File: config.mk
export PLATFORM = sky130hd
export DESIGN_NAME = mem_check_fsm
export DESIGN_NICKNAME = d
export VERILOG_FILES = /design/src/rtl/mem_check_fsm_pkg.sv /design/src/rtl/mem_check_fsm_rd_addr_counter.sv /design/src/rtl/mem_check_fsm.sv
export SDC_FILE = /design/constraint.sdc
export NUM_CORES = 1
export LEC_CHECK = 0
export BUFFER_PORTS_ARGS = -buffer_cell sky130_fd_sc_hd__clkbuf_2
export CAP_MARGIN = 20
export CORE_ASPECT_RATIO = 0.7
export CORE_MARGIN = 10
export CORE_UTILIZATION = 30
export CTS_CLUSTER_DIAMETER = 30
export DETAILED_ROUTE_END_ITERATION = 6
export SYNTH_ARGS = -nofsm -noshare
export SYNTH_HDL_FRONTEND = slang
export SYNTH_HIERARCHICAL = 1
export SYNTH_SLANG_ARGS = --single-unit
File: constraint.sdc
create_clock -name clock -period 1.86 [get_ports clock]
set_clock_uncertainty 0.05 [all_clocks]
set_input_delay 0.372 -clock clock [delete_from_list [all_inputs] [get_ports clock]]
set_output_delay 0.372 -clock clock [all_outputs]
set_load 0.1 [all_outputs]
File: src/rtl/mem_check_fsm_pkg.sv
// Shared state type and default sizing for the memory read-back checker.
package mem_check_fsm_pkg;

  localparam int ADDR_W_DEF = 8;
  localparam int DATA_W_DEF = 8;

  typedef enum logic [1:0] {
    IDLE  = 2'd0,
    READ  = 2'd1,
    DRAIN = 2'd2,
    DONE  = 2'd3
  } state_e;

endpackage

File: src/rtl/mem_check_fsm_rd_addr_counter.sv
// Read address counter: clears to 0, increments on request, saturates at
// all-ones and flags that last location.
module rd_addr_counter
  import mem_check_fsm_pkg::*;
#(
  parameter int ADDR_W = ADDR_W_DEF
) (
  input  logic              clock,
  input  logic              reset_n,
  input  logic              clr_i,
  input  logic              inc_i,
  output logic [ADDR_W-1:0] addr_o,
  output logic              last_o
);

  logic [ADDR_W-1:0] addr_q;
  logic [ADDR_W-1:0] addr_d;

  assign last_o = &addr_q;
  assign addr_o = addr_q;

  // Holding at all-ones keeps the counter from wrapping inside a run.
  always_comb begin
    addr_d = addr_q;
    if (clr_i) begin
      addr_d = '0;
    end else if (inc_i && !last_o) begin
      addr_d = addr_q + ADDR_W'(1);
    end
  end

  always_ff @(posedge clock or negedge reset_n) begin
    if (!reset_n) begin
      addr_q <= '0;
    end else begin
      addr_q <= addr_d;
    end
  end

endmodule

File: src/rtl/mem_check_fsm.sv
// Reads every RAM location once in ascending order and checks for an
// identity fill (mem[i] == i), reporting error count and first bad address.
module mem_check_fsm
  import mem_check_fsm_pkg::*;
#(
  parameter int ADDR_W = ADDR_W_DEF,
  parameter int DATA_W = DATA_W_DEF
) (
  input  logic              clock,
  input  logic              reset_n,
  input  logic              start,
  input  logic [DATA_W-1:0] q,
  output logic [ADDR_W-1:0] address,
  output logic              wren,
  output logic              busy,
  output logic              stop,
  output logic              pass,
  output logic [ADDR_W:0]   err_count,
  output logic [ADDR_W-1:0] first_bad_addr
);

  localparam int ERR_W = ADDR_W + 1;

  state_e            state_q, state_d;
  logic [ADDR_W-1:0] tag_q, tag_d;
  logic              tag_vld_q, tag_vld_d;
  logic [ERR_W-1:0]  err_q, err_d;
  logic [ADDR_W-1:0] first_q, first_d;
  logic              pass_q, pass_d;

  logic              cnt_clr;
  logic              cnt_inc;
  logic              cnt_last;
  logic [ADDR_W-1:0] cnt_addr;
  logic              mismatch;

  rd_addr_counter #(
    .ADDR_W (ADDR_W)
  ) u_rd_addr_counter (
    .clock   (clock),
    .reset_n (reset_n),
    .clr_i   (cnt_clr),
    .inc_i   (cnt_inc),
    .addr_o  (cnt_addr),
    .last_o  (cnt_last)
  );

  // q belongs to the address issued on the previous edge, carried by tag_q.
  assign mismatch = tag_vld_q && (q != DATA_W'(tag_q));

  always_comb begin
    state_d   = state_q;
    tag_d     = cnt_addr;
    tag_vld_d = 1'b0;
    err_d     = err_q;
    first_d   = first_q;
    pass_d    = pass_q;
    cnt_clr   = 1'b0;
    cnt_inc   = 1'b0;

    if (mismatch) begin
      err_d = err_q + ERR_W'(1);
      if (err_q == '0) begin
        first_d = tag_q;
      end
    end

    case (state_q)
      IDLE: begin
        cnt_clr = 1'b1;
        if (start) begin
          state_d = READ;
          err_d   = '0;
          first_d = '0;
          pass_d  = 1'b0;
        end
      end
      READ: begin
        tag_vld_d = 1'b1;
        cnt_inc   = 1'b1;
        if (cnt_last) begin
          state_d = DRAIN;
        end
      end
      DRAIN: begin
        // err_d already includes the compare of the last location.
        state_d = DONE;
        pass_d  = (err_d == '0);
      end
      DONE: begin
        cnt_clr = 1'b1;
        state_d = IDLE;
      end
      default: begin
        state_d = IDLE;
      end
    endcase
  end

  always_ff @(posedge clock or negedge reset_n) begin
    if (!reset_n) begin
      state_q   <= IDLE;
      tag_q     <= '0;
      tag_vld_q <= 1'b0;
      err_q     <= '0;
      first_q   <= '0;
      pass_q    <= 1'b0;
    end else begin
      state_q   <= state_d;
      tag_q     <= tag_d;
      tag_vld_q <= tag_vld_d;
      err_q     <= err_d;
      first_q   <= first_d;
      pass_q    <= pass_d;
    end
  end

  assign address        = cnt_addr;
  assign wren           = 1'b0;
  assign busy           = (state_q != IDLE);
  assign stop           = (state_q == DONE);
  assign pass           = pass_q;
  assign err_count      = err_q;
  assign first_bad_addr = first_q;

endmodule
==> reports/results.ini, run 1 <==
[setup_path]
endpoint_kind=flip-flop
path_class=flip-flop to flip-flop
reg2reg_from=err_count[0]
cp.arrival_ns=2.01
cp_max_fo=5
ff2ff_path_depth=6
cp.required_ns=2.03
r2r_end=pass
start_kind=flip-flop
rrSetupSlack_ns=0.01

[placed_design]
dp_slack_ns=-0.0737
numPortBuffers=38
placed_cell_area_um2=2310
dp.cells=299
hpwl_um=3490
gp_congestion=0.789

[timing]
tightestPinTransition_ns=0.551
whs_ns=0.396
finalCritPeriodShare=0.993
post-route-min-period_ns=1.85
drv_slew=0
rsz0062_at_grt=true
tns_ns=0
setup_viol=0
finalWorstSetupSlack_ns=0.0121
hold_viol_final=0
fmax_mhz=541
maxSlewHeadroom=0.634

[synthesis]
syn_nets=199
post_synth.cell_area_avg_um2=10.6
netlist_instances=181
synth-seq-cells=37
yosys_warnings=6
synth_cell_type_count=45
synth_top_cell_area_share=0.484
ys_top_cells_by_area=dfrtp_1, xnor2_1, mux2i_1
synth.largest_area_cell=dfrtp_1
syn-cell-area_um2=1910
yosysSeqAreaShare=0.484

[final_layout]
final-instance-count-excl-fill=310
mostFrequentLayoutCell=clkbuf_2
area_growth_pct=29.5
nFillCells=631
fin_util=0.399
diodes=0
stdcell_area_um2=2480
layout.nets=249
drive_gt1_frac=0.405
mostFrequentLayoutCells=clkbuf_2, nor2_1, dfrtp_1

[die]
core_um2=6220
io-pin-count=40
design.die.area_um2=10000
die_h_um=86.8
die_w_um=115
rows=24
initial_core_util=0.308

[min_path]
min_path_type=primary input to flip-flop
whs_endpoint=pass
hold_start=start
whs_path_depth=3

[clock_network]
htreeDepth=2
path_clk_slew_ns=0.07
clock_latency_ns=0.29
cts_sinks=37
clock-root-buffer=clkbuf_8
numCtsBuffers=5
cts_tree=done
max-clock-path-buffers=2

[route]
via_per_inst=4.77
wl_um=4660
drc=0
postRouteAntennaNets=0
num_vias=1478
firstDrtPassIters=4
wire_per_inst_um=15.0
drt_iter0_markers=124

[global_route]
track_usage=0.0979
use_met1=0.123
grt_overflow_total=0
grt.busiest_layer=met2
gr-usage-met3=0.0407
use_met2=0.147
grt_max_degree=25
grt_pass1_wl_um=7840
antenna_found_initial=0
grt_pass1_vias=1601

[pwr]
p_total_mw=3.77
p_leak_nw=1.16
max-vdd-ir-drop_mv=1.03
power.density_nw_per_um2=1520

[outcome]
status=finished clean

[job]
cap_violations=0

-- cell families after synthesis --
kind of cell    after synthesis  share of synthesized area
buf+inv                      17                     0.0477
xor+xnor                     17                     0.0778
other cells                   1                    0.00196
mux                          14                     0.0771
fa+ha+maj                     7                     0.0457
simple gates                 65                      0.180
flops                        37                      0.484
compound gates               23                     0.0856
-- cell type report --
type                            count  area, um2  area share
Clock buffer                        5       68.8      0.0277
Clock inverter                      3       22.5     0.00908
Inverter                           10       41.3      0.0166
Multi-Input combinational cell    127        972       0.392
Sequential cell                    37        961       0.387
Tap cell                           78       97.6      0.0394
Timing Repair Buffer               50        317       0.128
-- critical path: stages (launching register included) --
cell       delay [ns]
dfrtp_4          0.51
ha_4             0.17
or3_4            0.33
a2111oi_4        0.29
mux2_4           0.21
o2111ai_2        0.09
o21ai_2          0.13
-- power breakdown --
group | total (mW) | switching (mW) | internal, mW
sequential | 1.13 | 0.166 | 0.965
clock | 0.575 | 0.312 | 0.263
combinational | 2.07 | 1.38 | 0.689
total | 3.77 | 1.86 | 1.92
-- metal layers --
layer,vias up,routed length [um]
li1,730,-
met1,708,2260
met2,38,2050
met3,2,327
met4,0,19
met5,-,0
-- cell usage after synthesis (all sizes together) --
master and n:
nand4b 1, a2111oi 1, buf 6, and4b 1, o32a 1, clkbuf 1
o31ai 1, nand3 3, inv 10, nand2b 2, nor3b 1, and3 5
conb 1, nand4 6, a211oi 2, or3 2, ha 7, nand2 7
o211ai 1, mux2 3, xnor2 16, a31oi 2, and4 2, a21oi 8
mux2i 11, nor2b 1, nor4 3, o2111ai 1, nor2 23, nand3b 1
o21bai 1, and2b 1, nor3 6, dfrtp 37, a21boi 1, xor2 1
o21ai 4
-- registers in the layout, indices dropped and copies added, names as in the netlist --
register,count
first_bad_addr,8
u_rd_addr_counter/addr_o,8
tag_vld_q,1
tag_q,8
state_q,2
err_count,9
pass,1
-- worst max path at each step --
stage                     cells past startpoint    to    startpoint
after floorplan                               6  pass  err_count[1]
after global placement                        6  pass  err_count[0]
after detailed placement                      6  pass  err_count[0]
after CTS                                     6  pass  err_count[0]
after global routing                          6  pass     tag_vld_q
final                                         6  pass  err_count[0]
-- repair_timing --
item	CTS	global route
hold endpoints to repair	13	0
endpoints found under the setup margin	1	12
pin swaps	0	2
buffers inserted	0	2
resized for setup	4	7
hold buffers	1	0
gates cloned	0	0
Note: power is estimated with default switching activity, not from simulation.
==> inputs of run 2 (changes only) <==
--- a/config.mk
+++ b/config.mk
@@ -12,6 +12,7 @@
 export CORE_UTILIZATION = 30
 export CTS_CLUSTER_DIAMETER = 30
 export DETAILED_ROUTE_END_ITERATION = 6
+export REMOVE_ABC_BUFFERS = 1
 export SYNTH_ARGS = -nofsm -noshare
 export SYNTH_HDL_FRONTEND = slang
 export SYNTH_HIERARCHICAL = 1
==> run 2 against run 1 <==
Against the previous run:
- total power is 1.4% higher
- critical endpoint unchanged
- die area stayed put
- worst hold slack lost 0.33 ns
- clock power is 0.7% higher
- final area is 0.91% higher
- wire length rose by 2.9%
- global-route usage is 0.075 points higher
- final cell count grew 3.9%
- sequential cell count did not move
- sequential share of layout area down 1.6 points
- maximum frequency decreased by 0.64%
==> reports/results.ini, run 2 (synthesis gave the netlist of run 1 again) <==
[outcome]
status=finished clean

[route]
postRouteAntennaNets=0
drc=0
firstDrtPassIters=4
wire_per_inst_um=14.9
num_vias=1520
drt_iter0_markers=70
via_per_inst=4.72
wl_um=4800

[setup_path]
ff2ff_path_depth=6
cp_slowest_cell=dfrtp_1
rrSetupSlack_ns=0.0002
path_class=flip-flop to flip-flop
start_kind=flip-flop
cp.required_ns=2.04
cpPeakStageDelay_ns=0.41
cp.arrival_ns=2.04
crit_chain=ha_2, or3_4, a2111oi_4, mux2_4, o2111ai_2, o21ai_2
reg2reg_from=err_count[1]
r2r_end=pass
cp_max_fo=2
endpoint_kind=flip-flop

[die]
design.die.area_um2=10000
io-pin-count=40
initial_core_util=0.308
rows=24
die_h_um=86.8
core_um2=6220
die_w_um=115

[clock_network]
max-clock-path-buffers=2
cts_hold_buf=0
numCtsBuffers=5
clock_latency_ns=0.29
clock-root-buffer=clkbuf_8
cts_sinks=37
htreeDepth=2
cts_tree=done
path_clk_slew_ns=0.08

[timing]
drv_slew=0
tightestPinTransition_ns=0.551
finalCritPeriodShare=1.00
tns_ns=0
hold_viol_final=0
setup_viol=0
maxSlewHeadroom=0.635
finalWorstSetupSlack_ns=0.000193
rsz0062_at_grt=true
fmax_mhz=538
post-route-min-period_ns=1.86

[global_route]
grt_pass1_vias=1544
grt_max_degree=38
grt_pass1_wl_um=7880
antenna_found_initial=0
grt_overflow_total=0
track_usage=0.0986

[pwr]
power.density_nw_per_um2=1530
p_leak_nw=1.27
p_total_mw=3.83
max-vdd-ir-drop_mv=0.791

[placed_design]
hpwl_um=3640
gp_congestion=0.796
dp.cells=312
numPortBuffers=38
dp_slack_ns=-0.127

[final_layout]
final-instance-count-excl-fill=322
nFillCells=618
mostFrequentLayoutCell=dfrtp_1
layout.nets=261
regArea_um2=930
drive_gt1_frac=0.365
mostFrequentLayoutCells=dfrtp_1, clkbuf_2, buf_4
diodes=0
largest_reg_flops=9
multi_input_area_um2=938
area_growth_pct=30.7

[min_path]
min_path_type=primary input to async pin

[job]
cap_violations=0

[run 2: layer usage]
layer / vias to the layer above / wire length, um / global-route usage
met5: - / 0 / 0
met4: 0 / 44 / 0.0275
met3: 5 / 259 / 0.0324
met2: 35 / 2150 / 0.151
met1: 726 / 2340 / 0.130
li1: 754 / - / -
[run 2: layout make-up]
| class | count | area share |
|---|---|---|
| multi-input combinational | 127 | 0.375 |
| sequential | 37 | 0.372 |
| timing repair buffer | 62 | 0.163 |
| tap | 78 | 0.0390 |
| clock buffer | 5 | 0.0275 |
| inverter | 10 | 0.0150 |
| clock inverter | 3 | 0.00900 |
[run 2: worst max path at each step]
stage / from / to / slack (ns) / depth (start not counted)
6_report: err_count[1] / pass / 0.0002 / 6
5_1_grt: err_count[1] / pass / -0.07 / 6
4_1_cts: err_count[0] / pass / 0.006 / 7
3_5_place_dp: err_count[1] / pass / -0.13 / 6
3_3_place_gp: err_count[1] / pass / -0.05 / 6
2_1_floorplan: err_count[0] / first_bad_addr[0] / -0.50 / 6
[run 2: stage by stage]
| step | utilization | hold slack [ns] | instance area, um2 |
|---|---|---|---|
| 5_1_grt | 0.403 | 0.108 | 2500 |
| 6_report | 0.403 | 0.0633 | 2500 |
| 4_1_cts | 0.397 | 0.0858 | 2470 |
| 3_3_place_gp | 0.378 | 0.401 | 2350 |
| 2_1_floorplan | - | 0.0264 | 1860 |
| 3_5_place_dp | 0.378 | 0.403 | 2350 |
[run 2: what timing repair did]
| item | in CTS | in global routing |
|---|---|---|
| resized for setup | 5 | 8 |
| buffers inserted | 0 | 2 |
| endpoints found under the setup margin | 1 | 10 |
| pin swaps | 1 | 3 |
[run 2: critical path: cells and delay by family, from the launching register on]
family	cells	cell delay [ns]
AO/OA/AOI/OAI	3	0.60
flip-flops	1	0.41
AND/OR/NAND/NOR	1	0.34
multiplexers	1	0.22
adder cells (fa/ha/maj)	1	0.19
[run 2: report_power, final]
part	switching, mW	internal, mW
clock network	0.313	0.266
registers	0.128	0.940
logic	1.43	0.753
